### src/rtl/muldiv_pkg.sv
// Shared types and constants for the iterative multiply/divide unit.
// Latency: n/a (types only).
// Backpressure: n/a. Divider datapath is enabled by defining MULDIV_DIV_EN.
package muldiv_pkg;

  localparam int XLEN  = 32;
  localparam int ITERS = 32;
  localparam int CNT_W = $clog2(ITERS);

  typedef enum logic [1:0] {
    OP_MUL   = 2'b00,
    OP_MULHU = 2'b01,
    OP_DIVU  = 2'b10,
    OP_REMU  = 2'b11
  } op_e;

  typedef enum logic [1:0] {
    ST_IDLE = 2'b00,
    ST_RUN  = 2'b01,
    ST_DONE = 2'b10
  } state_e;

  // True for the two ops that need the divider datapath
  function automatic logic op_is_div(input op_e o);
    return (o == OP_DIVU) || (o == OP_REMU);
  endfunction

endpackage

### src/rtl/muldiv_step.sv
// One combinational iteration: shift-add for multiply, restoring trial subtract for divide.
// Latency: 0 cycles (pure combinational).
// Backpressure: none. The mode input and divide path exist only with MULDIV_DIV_EN.
module muldiv_step
  import muldiv_pkg::*;
(
`ifdef MULDIV_DIV_EN
  input  logic            mode,
`endif
  input  logic [XLEN-1:0] hi,
  input  logic [XLEN-1:0] lo,
  input  logic [XLEN-1:0] b,
  output logic [XLEN-1:0] hi_nxt,
  output logic [XLEN-1:0] lo_nxt
);

  logic [XLEN:0]   sum;
  logic [XLEN-1:0] mul_hi;
  logic [XLEN-1:0] mul_lo;
`ifdef MULDIV_DIV_EN
  logic [XLEN:0]   trial;
  logic [XLEN-1:0] diff;
  logic            ge;
  logic [XLEN-1:0] div_hi;
  logic [XLEN-1:0] div_lo;
`endif

  // Multiply: add b when the multiplier LSB is set, then shift {carry,hi,lo} right by one
  always_comb begin
    sum    = {1'b0, hi} + (lo[0] ? {1'b0, b} : '0);
    mul_hi = sum[XLEN:1];
    mul_lo = {sum[0], lo[XLEN-1:1]};
  end

`ifdef MULDIV_DIV_EN
  // Divide: shift dividend MSB into the 33-bit partial remainder, subtract b if it fits.
  // When it fits the true difference is below b, so a 32-bit subtract is exact.
  always_comb begin
    trial  = {hi, lo[XLEN-1]};
    ge     = (trial >= {1'b0, b});
    diff   = trial[XLEN-1:0] - b;
    div_hi = ge ? diff : trial[XLEN-1:0];
    div_lo = {lo[XLEN-2:0], ge};
  end

  // Pick the result of the active operation
  always_comb begin
    hi_nxt = mode ? div_hi : mul_hi;
    lo_nxt = mode ? div_lo : mul_lo;
  end
`else
  // Multiply is the only iterated operation in this build
  always_comb begin
    hi_nxt = mul_hi;
    lo_nxt = mul_lo;
  end
`endif

endmodule

### src/rtl/muldiv_iter_unit.sv
// Iterative 32-bit unsigned MUL/MULHU/DIVU/REMU, one iteration per clock.
// Latency: done 32 edges after the start edge (start-edge itself for unsupported div ops).
// Backpressure: start only accepted in IDLE, never queued; define MULDIV_DIV_EN for the divider.
module muldiv_iter_unit #(
  parameter int XLEN  = muldiv_pkg::XLEN,
  parameter int ITERS = muldiv_pkg::ITERS
) (
  input  logic            clk,
  input  logic            rst_n,
  input  logic            start,
  input  logic            kill,
  input  logic [1:0]      op,
  input  logic [XLEN-1:0] a,
  input  logic [XLEN-1:0] b,
  output logic            busy,
  output logic            done,
  output logic            err,
  output logic [XLEN-1:0] result
);

  import muldiv_pkg::*;

  state_e          state_q, state_d;
  logic [CNT_W-1:0] cnt_q, cnt_d;
  logic [XLEN-1:0] hi_q, hi_d;
  logic [XLEN-1:0] lo_q, lo_d;
  logic [XLEN-1:0] b_q, b_d;
  logic [XLEN-1:0] result_q, result_d;
  logic            err_q, err_d;
  logic            hi_sel_q, hi_sel_d;   // result comes from hi (MULHU/REMU)
`ifdef MULDIV_DIV_EN
  logic            div_q, div_d;
`endif

  op_e             op_in;
  logic            last_iter;
  logic            short_path;
  logic [XLEN-1:0] step_hi;
  logic [XLEN-1:0] step_lo;

  assign op_in     = op_e'(op);
  assign last_iter = (cnt_q == CNT_W'(ITERS - 1));
`ifdef MULDIV_DIV_EN
  assign short_path = 1'b0;
`else
  assign short_path = op_is_div(op_in);
`endif

  muldiv_step u_step (
`ifdef MULDIV_DIV_EN
    .mode   (div_q),
`endif
    .hi     (hi_q),
    .lo     (lo_q),
    .b      (b_q),
    .hi_nxt (step_hi),
    .lo_nxt (step_lo)
  );

  // FSM state register
  always_ff @(posedge clk) begin
    if (!rst_n) state_q <= ST_IDLE;
    else        state_q <= state_d;
  end

  // FSM next state: kill only matters in RUN, start only in IDLE
  always_comb begin
    state_d = state_q;
    case (state_q)
      ST_IDLE: if (start) state_d = short_path ? ST_DONE : ST_RUN;
      ST_RUN: begin
        if (kill)           state_d = ST_IDLE;
        else if (last_iter) state_d = ST_DONE;
      end
      ST_DONE: state_d = ST_IDLE;
      default: state_d = ST_IDLE;
    endcase
  end

  // FSM outputs: busy and done are decoded directly from state so they can never overlap
  always_comb begin
    busy   = (state_q == ST_RUN);
    done   = (state_q == ST_DONE);
    err    = err_q;
    result = result_q;
  end

  // Datapath next values: latch operands on start, iterate in RUN, capture result on last step
  always_comb begin
    cnt_d    = cnt_q;
    hi_d     = hi_q;
    lo_d     = lo_q;
    b_d      = b_q;
    result_d = result_q;
    err_d    = err_q;
    hi_sel_d = hi_sel_q;
`ifdef MULDIV_DIV_EN
    div_d    = div_q;
`endif
    case (state_q)
      ST_IDLE: begin
        if (start) begin
          cnt_d    = '0;
          hi_d     = '0;
          lo_d     = a;
          b_d      = b;
          hi_sel_d = op_in[0];
`ifdef MULDIV_DIV_EN
          div_d    = op_is_div(op_in);
`endif
          if (short_path) begin
            result_d = '0;
            err_d    = 1'b1;
          end
        end
      end
      ST_RUN: begin
        if (!kill) begin
          hi_d  = step_hi;
          lo_d  = step_lo;
          cnt_d = cnt_q + 1'b1;
          if (last_iter) begin
            result_d = hi_sel_q ? step_hi : step_lo;
            err_d    = 1'b0;
          end
        end
      end
      default: ;
    endcase
  end

  // Datapath registers
  always_ff @(posedge clk) begin
    if (!rst_n) begin
      cnt_q    <= '0;
      hi_q     <= '0;
      lo_q     <= '0;
      b_q      <= '0;
      result_q <= '0;
      err_q    <= 1'b0;
      hi_sel_q <= 1'b0;
`ifdef MULDIV_DIV_EN
      div_q    <= 1'b0;
`endif
    end else begin
      cnt_q    <= cnt_d;
      hi_q     <= hi_d;
      lo_q     <= lo_d;
      b_q      <= b_d;
      result_q <= result_d;
      err_q    <= err_d;
      hi_sel_q <= hi_sel_d;
`ifdef MULDIV_DIV_EN
      div_q    <= div_d;
`endif
    end
  end

endmodule
### config.mk
export PLATFORM = sky130hd
export DESIGN_NAME = muldiv_iter_unit
export DESIGN_NICKNAME = d
export VERILOG_FILES = /design/src/rtl/muldiv_pkg.sv /design/src/rtl/muldiv_step.sv /design/src/rtl/muldiv_iter_unit.sv
export SDC_FILE = /design/constraint.sdc
export NUM_CORES = 1
export LEC_CHECK = 0
export ABC_CLOCK_PERIOD_IN_PS = 3450
export BUFFER_PORTS_ARGS = -buffer_cell sky130_fd_sc_hd__buf_2
export CAP_MARGIN = 20
export CELL_PAD_IN_SITES_DETAIL_PLACEMENT = 0
export CELL_PAD_IN_SITES_GLOBAL_PLACEMENT = 2
export CORE_MARGIN = 2
export CORE_UTILIZATION = 34
export CTS_CLUSTER_SIZE = 8
export DETAILED_ROUTE_END_ITERATION = 10
export MAX_ROUTING_LAYER = met4
export PLACE_DENSITY_LB_ADDON = 0.05
export SETUP_SLACK_MARGIN = 0.3
export SLEW_MARGIN = 20
export SYNTH_ARGS = -nofsm -noshare
export SYNTH_HDL_FRONTEND = slang
export SYNTH_SLANG_ARGS = --single-unit
export TNS_END_PERCENT = 100
### constraint.sdc
create_clock -name clk -period 3.45 [get_ports clk]
set_input_delay 0.69 -clock clk [delete_from_list [all_inputs] [get_ports clk]]
set_output_delay 0.69 -clock clk [all_outputs]
set_load 0.02 [all_outputs]
* Yosys cells after proc, flatten, opt, wreduce, memory -nomap -nowiden
Cells that the tools add are included.
** Storage, ports and cells
- Input port bits :: 70
- Output and inout port bits :: 35
- Logic and storage cells :: 53
- Flip-flop bits (word level) :: 137
** Cells by class
- Eq/ne operators :: 10
- $add $sub $neg :: 2
- Reductions and logical operators :: 7
- Multiplexer cells :: 26
** Operators by type and width (number)
- 32-bit two-way mux :: 10
- 32-bit case mux with 2 select lines :: 3
- 32-bit by 33-bit adder with 33-bit output :: 1
- 5-bit two-way mux :: 2
- 5-bit case mux with 2 select lines :: 1
- 2-bit two-way mux :: 4
- 2-bit equality test, second input constant :: 3
- 2-bit inequality test, second input constant :: 3
- 5-bit by 1-bit adder with 5-bit output, second input constant :: 1
- 5-bit equality test, second input constant :: 1
- 5-bit AND reduction :: 1
- 1-bit two-way mux :: 4
- 2-bit case mux with 2 select lines :: 1
- 2-bit AND reduction :: 2
- 3-bit by 2-bit inequality test with 1-bit output, second input constant :: 1
- 3-bit AND reduction :: 1
- 2-bit by 1-bit equality test with 1-bit output, second input constant :: 1
- 2-bit logical NOT :: 1
- 2-bit by 1-bit inequality test with 1-bit output, second input constant :: 1
- 1-bit case mux with 2 select lines :: 1
- 2-bit nonzero test :: 1
- 1-bit logical OR :: 1

* Depth between registers and ports, before layout
Gate-level depths: netlist of the first run.
- Word-level depth :: 6
- Mapped depth :: 12
- Gate-level depth less buffers :: 12

* Modules after synthesis
From an unflattened synthesis of the first run, not the netlist that was laid out.
** Second synthesis, totals
- Cell total of the unflattened synthesis :: 882
- Area total of the unflattened synthesis :: 7855.0 um2
** Modules (own cells, without submodules)
- muldiv_iter_unit :: cells an instance 561, sequential area each 2742.6 um2, area an instance 5632.9 um2, times used 1
- muldiv_step :: cells an instance 321, sequential area each 0.0 um2, area an instance 2222.1 um2, times used 1

* Worst setup path before layout of the first run
OpenSTA, ideal clock, no wires.
- Path type :: reg2reg
- From :: register lo_q[0]
- To :: register hi_q[23]
- Setup time :: 0.126 ns
- Stages on the path, launching flop included :: 12
- Setup slack :: 0.852 ns
- Required time :: 3.324 ns
- Data arrival time :: 2.472 ns
- Buffers on the path :: 1
- Clock period less this slack :: 2.598 ns
- Cells stage by stage :: dfxtp_1 clkbuf_1 nand2_1 fa_1 nor2b_1 o211ai_2 a211o_1 o311ai_2 a21o_2 o31a_1 xnor2_1 o21ai_1
** Between the ends
- Cells in the longest elaborated chain, start to end :: 4
** Ends and longest elaborated chain
- start: declaration :: line muldiv_iter_unit.sv:26 : logic [XLEN-1:0] lo_q, lo_d;
- start signal: assignment :: line muldiv_iter_unit.sv:148 : lo_q <= lo_d;
- 32-bit two-way mux :: line muldiv_step.sv:30 : sum = {1'b0, hi} + (lo[0] ? {1'b0, b} : '0);
- 32-bit by 33-bit adder with 33-bit output :: line muldiv_step.sv:30
- 32-bit two-way mux :: line muldiv_iter_unit.sv:118 : if (!kill) begin
- 32-bit case mux with 2 select lines :: line muldiv_iter_unit.sv:100 : case (state_q)
- end signal: assignment :: line muldiv_iter_unit.sv:147 : hi_q <= hi_d;
- end: declaration :: line muldiv_iter_unit.sv:25 : logic [XLEN-1:0] hi_q, hi_d;
Every way passes these cells. The select of a mux whose other input is x is not followed.
A chain may end at the register's enable or synchronous reset.

* Worst setup path after layout of the first run
- From :: register lo_q[0]
- To :: register hi_q[20]
Same word-level chain as after synthesis.

==> results_dict.tcl, run 1 <==
set metrics [dict create \
    power_frac_comb_pct 9.9 \
    relSlewSlack_pct 34.1 \
    drtIter0Drc 285 \
    insertion_delay_ns 0.43 \
    fin_cells 1268 \
    yosys-top-cells-area "dfxtp_1 38%, nand2_1 9.7%, a21oi_1 6.5%" \
    ant_nets 0 \
    dpl.cell_count 1235 \
    leakage_nw 3.53 \
    setup_viol 0 \
    ctsRootBufferMaster "clkbuf_16" \
    max_freq_mhz 336 \
    end_kind "flip-flop" \
    clk_pin_slew_worst_paths_ns 0.07 \
    fp.coreArea_mm2 0.0204 \
    grt.total_usage_pct 21.3 \
    period_share_pct 86.3 \
    ys_ff_latch 137 \
    ios 105 \
    setup-tns-final_ns 0 \
    ys_dominant_reg_cell "dfxtp_1" \
    syn_area_per_cell_um2 7.92 \
    rsz0062_at_grt "false" \
    min_path_type "reg -> reg" \
    max-cap-violations 0 \
    hold_violations 0 \
    drc 0 \
    wl_per_cell_um 17.8 \
    p_int_mw 2.76 \
    ys_warn_count 0 \
    multi_input_area_mm2 0.00414 \
    grt_overflow 0 \
    drt_wl_total_um 22600 \
    syn_inst 901 \
    nFillCells 2149 \
    die_area_mm2 0.0222 \
    antenna_cells 0 \
    synth_edf_count 0 \
    arrival_ns 3.28 \
    p_seq_share_pct 43.6 \
    fin_skew_ns 0.0107 \
    grt_max_degree 65 \
    worstMarginPinSlew_ns 0.985 \
    area_delta_synth_final_pct 19.1 \
    dr.pass1.iters 4 \
    antenna_found_initial 0 \
    cts_buffers 17 \
    synthesis.nets 1006 \
    grt_pass1_wl_um 35600 \
    row_count 52 \
    swShare_pct 29.6 \
    power_density_mw_per_mm2 461 \
    syn_area_mm2 0.00714 \
    clkPwrFrac_pct 46.5 \
    synth_top_area_share_pct 38.4 \
    die_w_um 149 \
    dp_hpwl_um 16700 \
    status "complete, no violations" \
    start_kind "flip-flop" \
    clock_sinks 137 \
    dieHeight_um 149 \
    via_per_inst 5.31 \
    min_period_ns 2.98 \
    async_flop_share_pct 0 \
    gp_congestion 0.915 \
    port_buffers 104 \
    clockBufferDepth 2 \
    final_layout_size_suffix_gt1_share_pct 17.2 \
    h-tree-depth 4 \
    path_max_fanout 32 \
    ys_seq_area_share_pct 38.4 \
    grt_pass1_vias 6599 \
    ir_worst_vdd_mv 0.241 \
    register_area_mm2 0.00274 \
    crit_type "reg -> reg" \
    start_util_pct 34.9 \
    num_vias 6736 \
    finalNetCount 1090 \
    slew_violations 0 \
    synthDistinctLibCells 69 \
    yosys.area.top_type "dfxtp_1" \
    worstPathRequired_ns 3.75 \
    p_sw_mw 1.16 \
    cts_tree "done" \
]
==> critical path, stage by stage, from the launching register on <==
cell and delay (ns):
dfxtp_1 0.33, buf_8 0.17, and2_1 0.17, ha_1 0.38, and4_1 0.32, nand2_1 0.07, o21ai_1 0.52, o22a_1 0.30
a21oi_1 0.09, xor2_1 0.36, o21ai_1 0.12
==> power groups by stage <==
stage	logic [mW]	clock network (mW)	registers (mW)
floorplan	0.255	0	1.73
global placement	0.384	0	1.74
detailed placement	0.391	0	1.74
CTS	0.392	1.87	1.71
global route	0.433	1.94	1.72
finish	0.386	1.82	1.71
==> through the flow <==
stage | setup WS (ns) | hold slack, ns | cell area, um2 | utilization, % | total power, mW
final | 0.472 | 0.451 | 8500 | 41.6 | 3.91
after global routing | 0.325 | 0.471 | 8500 | 41.6 | 4.09
after CTS | 0.374 | 0.456 | 8480 | 41.5 | 3.97
after detailed placement | 0.312 | 0.447 | 7900 | 38.7 | 2.14
after global placement | 0.417 | 0.442 | 7900 | 38.7 | 2.13
after floorplan | 0.852 | 0.432 | 7140 | - | 1.98
==> final timing paths <==
path,from,endpoint,slack [ns],cells after the start
worst max-delay path,lo_q[0],hi_q[20],0.47,10
worst min-delay path,b_q[15],b_q[15],0.45,2
worst max register to register,lo_q[0],hi_q[20],0.47,10
worst min register to register,b_q[15],b_q[15],0.45,2
==> sequential cells by signal, indices dropped and copies added (netlist names) <==
name and flops:
result 32, hi_sel_q 1, err 1, b_q 32, state_q 2, cnt_q 5
lo_q 32, hi_q 32
==> cells in the mapped netlist (all sizes together) (2+ instances only) <==
cell type	n
nand2	186
dfxtp	137
a21oi	96
nor2	68
o21ai	54
and2	42
clkbuf	40
a22oi	38
ha	34
a311oi	19
xnor2	17
a21o	15
buf	15
inv	13
xor2	13
nand3	11
o22ai	9
o211ai	7
a211oi	6
and3	6
nor2b	6
mux2i	5
nand2b	5
a31oi	4
nor3	4
nor3b	4
or3	4
mux2	3
nand4	3
o21a	3
o311ai	3
a211o	2
a21boi	2
a222oi	2
a32o	2
a41oi	2
and4	2
o21bai	2
or3b	2
==> what timing repair did <==
item | in CTS | in global routing
endpoints found under the setup margin | 1 | 14
buffers inserted | 0 | 1
gates resized for setup | 1 | 3
hold buffers | 0 | 0
endpoints found under the hold margin | 0 | 0
pin swaps | 0 | 0
==> layer usage <==
layer	routed length [um]	global-route usage, %
met5	0	-
met4	803	9.29
met3	914	3.70
met2	11000	35.6
met1	9890	25.2
==> layout by cell type, fill, tap and decap left out, drive strengths merged, types with 3 or more instances in the layout <==
master and n:
nand2 186, dfxtp 137, buf 120, a21oi 96, nor2 68, o21ai 54
and2 42, a22oi 38, ha 34, inv 26, a311oi 19, xnor2 17
clkbuf 17, a21o 15, xor2 13, nand3 11, o22ai 9, o211ai 7
and3 6, nor2b 6, a211oi 6, nand2b 5, mux2i 5, or3 4
nor3 4, a31oi 4, nor3b 4, nand4 3, o21a 3, o311ai 3
mux2 3
==> final cells by class <==
cell class | instances | share of cell area (%)
clock buffer | 17 | 5.01
clock inverter | 15 | 1.78
inverter | 14 | 0.619
multi-input combinational | 695 | 48.7
sequential | 137 | 32.3
tap | 270 | 3.98
timing repair buffer | 120 | 7.63
==> cells by family (layout without fill, tap and decap cells) <==
logic type	Yosys count	in the layout	share of synthesized area, %
AO/OA/AOI/OAI	275	275	24.9
XOR/XNOR	30	30	3.68
flip-flops	137	137	38.4
multiplexers	8	8	1.17
AND/OR/NAND/NOR	347	347	21.8
adder cells (fa/ha/maj)	35	35	6.24
buffers and inverters	69	166	3.82
No activity file was read; power rests on OpenSTA's default activity.
==> run 2, diff against run 1 <==
PLACE_DENSITY_LB_ADDON = 0.1   (was 0.05)
==> results_dict.tcl, run 2 (synthesis gave the netlist of run 1 again) <==
set metrics [dict create \
    min-delay-start "b_q[15]" \
    r2r_end "hi_q[23]" \
    drtIter0Drc 351 \
    max_freq_mhz 339 \
    h-tree-depth 4 \
    p_sw_mw 1.10 \
    path_max_fanout 33 \
    port_buffers 104 \
    start_kind "flip-flop" \
    row_count 52 \
    cts_hold_buf 0 \
    cts_tree "done" \
    insertion_delay_ns 0.44 \
    grt_pass1_wl_um 35100 \
    period_share_pct 85.5 \
    clkPwrFrac_pct 48.2 \
    r2r_start "lo_q[0]" \
    final_cell_mix "185 x nand2_1, 137 x dfxtp_1, 104 x buf_2" \
    worstMarginPinSlew_ns 0.887 \
    arrival_ns 3.27 \
    final_common_cell "nand2_1" \
    ctsRootBufferMaster "clkbuf_16" \
    r2r_slack_ns 0.50 \
    dp_hpwl_um 16500 \
    gp_congestion 0.856 \
    drt_wl_total_um 22400 \
    min_path_type "reg -> reg" \
    grt_pass1_vias 6472 \
    dieHeight_um 149 \
    setup_viol 0 \
    via_per_inst 5.19 \
    area_delta_synth_final_pct 20.0 \
    end_kind "flip-flop" \
    slowest_delay_ns 0.39 \
    num_vias 6587 \
    die_area_mm2 0.0222 \
    p_seq_share_pct 42.2 \
    die_w_um 149 \
    grt_overflow 0 \
    wl_per_cell_um 17.7 \
    fp.coreArea_mm2 0.0204 \
    critPathSlowestCell "fa_1" \
    hold_depth 2 \
    rsz0062_at_grt "false" \
    clock_sinks 137 \
    max-cap-violations 0 \
    antenna_found_initial 0 \
    ant_nets 0 \
    finalNetCount 1091 \
    drc 0 \
    min_period_ns 2.95 \
    crit_type "reg -> reg" \
    stdcell_area_mm2 0.00856 \
    worstPathRequired_ns 3.77 \
    hold_violations 0 \
    ios 105 \
    nFillCells 2221 \
    cp_cell_sequence "buf_6 > and2_1 > ha_1 > inv_1 > fa_1 > nor2b_1 > o211ai_2 > a211o_1 > o311ai_4 > a21o_2 > o31a_1 > xnor2_1 > o21ai_1" \
    final_layout_size_suffix_gt1_share_pct 17.3 \
    status "complete, no violations" \
    hold-path-endpoint "b_q[15]" \
    setup-tns-final_ns 0 \
    ir_worst_vdd_mv 0.280 \
    power_density_mw_per_mm2 473 \
    fin_ws_ns 0.502 \
    clk_pin_slew_worst_paths_ns 0.06 \
    clockBufferDepth 2 \
    grt.total_usage_pct 21.1 \
    antenna_cells 0 \
    cts_buffers 17 \
    slew_violations 0 \
    dr.pass1.iters 7 \
    dp_slack_ns 0.394 \
    r2r_cells 13 \
    relSlewSlack_pct 40.9 \
    start_util_pct 34.9 \
    power_frac_comb_pct 9.6 \
    p_int_mw 2.94 \
    swShare_pct 27.3 \
    place_area_mm2 0.00792 \
    grt_max_degree 69 \
    fin_skew_ns 0.0105 \
    leakage_nw 3.61 \
]
-- run 2: cell count changes in the layout (fill, tap and decap cells not counted), sizes merged --
cell | before | now
buf | 120 | 121
clkinvlp | 2 | 1
bufinv | 0 | 3
inv | 26 | 19
clkinv | 1 | 6
-- run 2: timing repair --
item | in CTS | in global routing
setup endpoints to repair | 0 | 10
buffers inserted | 0 | 1
endpoints found under the hold margin | 0 | 0
gates resized for setup | 0 | 4
-- run 2: cell type report --
cell class              instances  area, um2  share of cell area [%]
repair buffers                121        664                    7.76
flip-flops and latches        137       2740                    32.0
well taps                     270        338                    3.95
inverters                      14       52.6                   0.614
clock buffers                  17        425                    4.97
clock inverters                15        191                    2.24
multi-input cells             695       4150                    48.5
-- run 2: stage by stage --
stage / util [%] / power [mW] / hold slack [ns] / instances
CTS: 41.8 / 4.09 / 0.454 / 1268
global route: 41.9 / 4.22 / 0.466 / 1269
global placement: 38.7 / 2.14 / 0.440 / 1236
finish: 41.9 / 4.05 / 0.448 / 1269
detailed placement: 38.7 / 2.14 / 0.445 / 1236
floorplan: - / 1.98 / 0.432 / 901
-- run 2: critical path: cells and delay by family, from the launching register on --
| family | cells | cell delay, ns |
|---|---|---|
| AND/OR/NAND/NOR | 2 | 0.36 |
| AO/OA/AOI/OAI | 6 | 1.19 |
| buffers and inverters | 2 | 0.25 |
| flip-flops | 1 | 0.32 |
| XOR/XNOR | 1 | 0.15 |
| adder cells (fa/ha/maj) | 2 | 0.55 |
-- run 2: worst max-delay path by stage --
stage | start | endpoint | cells past startpoint
2_1_floorplan | lo_q[0] | hi_q[23] | 11
3_3_place_gp | lo_q[0] | hi_q[31] | 13
3_5_place_dp | lo_q[0] | hi_q[31] | 13
4_1_cts | lo_q[0] | hi_q[31] | 13
5_1_grt | lo_q[0] | result[19] | 13
6_report | lo_q[0] | hi_q[23] | 13
-- run 2: power groups by stage --
| stage | clock, mW | sequential, mW | combinational (mW) |
|---|---|---|---|
| 2_1_floorplan | 0 | 1.73 | 0.255 |
| 6_report | 1.95 | 1.71 | 0.390 |
| 5_1_grt | 2.06 | 1.72 | 0.440 |
| 3_3_place_gp | 0 | 1.74 | 0.394 |
| 4_1_cts | 1.99 | 1.71 | 0.396 |
| 3_5_place_dp | 0 | 1.74 | 0.395 |
-- run 2: per-layer routing --
layer / GRT usage (%) / part of all wire, %
met1: 26.1 / 45
met2: 35.7 / 50
met3: 3.36 / 2.9
met4: 6.33 / 1.6
met5: - / 0
==> run 3, diff against run 2 <==
MAX_ROUTING_LAYER = unset   (was met4)
==> results_dict.tcl, run 3 (synthesis gave the netlist of run 1 again) <==
set metrics [dict create \
    die_area_mm2 0.0222 \
    cp_cell_sequence "buf_6 > and2_1 > ha_1 > inv_1 > fa_1 > nor2b_1 > o211ai_2 > a211o_1 > o311ai_4 > a21o_2 > o31a_1 > xnor2_1 > o21ai_1" \
    grt_overflow 0 \
    swShare_pct 27.2 \
    finalNetCount 1091 \
    crit_type "reg -> reg" \
    grt_pass1_wl_um 35000 \
    cts_tree "done" \
    grt_pass1_vias 6490 \
    clk_pin_slew_worst_paths_ns 0.06 \
    dieHeight_um 149 \
    ant_nets 0 \
    cts_hold_buf 0 \
    worstMarginPinSlew_ns 0.888 \
    met2_usage_pct 35.7 \
    status "complete, no violations" \
    final_cell_mix "185 x nand2_1, 137 x dfxtp_1, 104 x buf_2" \
    final_layout_size_suffix_gt1_share_pct 17.3 \
    via_per_inst 5.17 \
    num_vias 6557 \
    setup_viol 0 \
    setup-tns-final_ns 0 \
    p_sw_mw 1.10 \
    end_kind "flip-flop" \
    grt_use_met1_pct 26.1 \
    port_buffers 104 \
    start_util_pct 34.9 \
    worstPathRequired_ns 3.77 \
    drtIter0Drc 361 \
    gp_congestion 0.843 \
    antenna_found_initial 0 \
    slew_violations 0 \
    drc 0 \
    max_freq_mhz 338 \
    arrival_ns 3.27 \
    cts_buffers 17 \
    antenna_cells 0 \
    p_seq_share_pct 42.2 \
    area_delta_synth_final_pct 20.0 \
    hold-worst-slack_ns 0.448 \
    fin_ws_ns 0.496 \
    slowest_delay_ns 0.39 \
    max-cap-violations 0 \
    power_mw 4.04 \
    rsz0062_at_grt "false" \
    leakage_nw 3.61 \
    critPathSlowestCell "fa_1" \
    clockBufferDepth 2 \
    ios 105 \
    p_int_mw 2.94 \
    ctsRootBufferMaster "clkbuf_16" \
    drt_wl_total_um 22400 \
    grt.total_usage_pct 20.5 \
    grt_max_degree 69 \
    hold_violations 0 \
    wl_per_cell_um 17.6 \
    insertion_delay_ns 0.43 \
    relSlewSlack_pct 40.8 \
    min_path_type "reg -> reg" \
    fp.coreArea_mm2 0.0204 \
    h-tree-depth 4 \
    clock_sinks 137 \
    path_max_fanout 33 \
    start_kind "flip-flop" \
    dp_hpwl_um 16500 \
    row_count 52 \
    ir_worst_vdd_mv 0.276 \
    min_period_ns 2.95 \
    power_frac_comb_pct 9.6 \
    dr.pass1.iters 7 \
    grt_util_met3_pct 4.01 \
    final_common_cell "nand2_1" \
    fin_skew_ns 0.0113 \
    dp_slack_ns 0.394 \
    power_density_mw_per_mm2 472 \
    crit_buf_inv 2 \
    busiest_layer "met2" \
    cp_top_family "compound AO/OA/AOI/OAI gates" \
    clkPwrFrac_pct 48.2 \
    die_w_um 149 \
    period_share_pct 85.6 \
]
==> run 3: power by group through the flow <==
| stage | sequential [mW] | combinational (mW) | clock [mW] |
|---|---|---|---|
| 5_1_grt | 1.72 | 0.440 | 2.06 |
| 4_1_cts | 1.71 | 0.396 | 1.99 |
| 6_report | 1.71 | 0.389 | 1.95 |
| 2_1_floorplan | 1.73 | 0.255 | 0 |
| 3_5_place_dp | 1.74 | 0.395 | 0 |
| 3_3_place_gp | 1.74 | 0.394 | 0 |
==> run 3: worst paths after layout <==
check | from | to | slack [ns] | cells after the start
setup / recovery | lo_q[0] | hi_q[23] | 0.50 | 13
hold reg to reg | b_q[15] | b_q[15] | 0.45 | 2
hold / removal | b_q[15] | b_q[15] | 0.45 | 2
setup reg to reg | lo_q[0] | hi_q[23] | 0.50 | 13
==> run 3: what timing repair did <==
| item | 4_1_cts | 5_1_grt |
|---|---|---|
| endpoints found under the setup margin | 0 | 10 |
| gates resized for setup | 0 | 4 |
| setup buffers | 0 | 1 |
==> run 3: per-layer routing <==
metal	routed length, um	up-vias
met3	776	16
met4	245	0
met1	10200	3069
li1	-	3365
met2	11200	107
met5	0	-
==> run 3: tightest hold or removal path, cell delays in order (launching register included) <==
cell and delay [ns]:
dfxtp_1 0.30, nand2_1 0.05, a21oi_1 0.05
==> run 3: through the flow <==
| step | utilization [%] | instance area (um2) | std cells |
|---|---|---|---|
| after floorplan | - | 7140 | 901 |
| after global placement | 38.7 | 7920 | 1236 |
| after detailed placement | 38.7 | 7920 | 1236 |
| after CTS | 41.8 | 8530 | 1268 |
| after global routing | 41.9 | 8560 | 1269 |
| final | 41.9 | 8560 | 1269 |
==> run 3: area by class of cell <==
class	instances	area (um2)
sequential	137	2740
clock buffer	17	425
timing repair buffer	121	664
tap	270	338
clock inverter	15	191
multi-input combinational	695	4150
inverter	14	52.6
fill	2221	11900
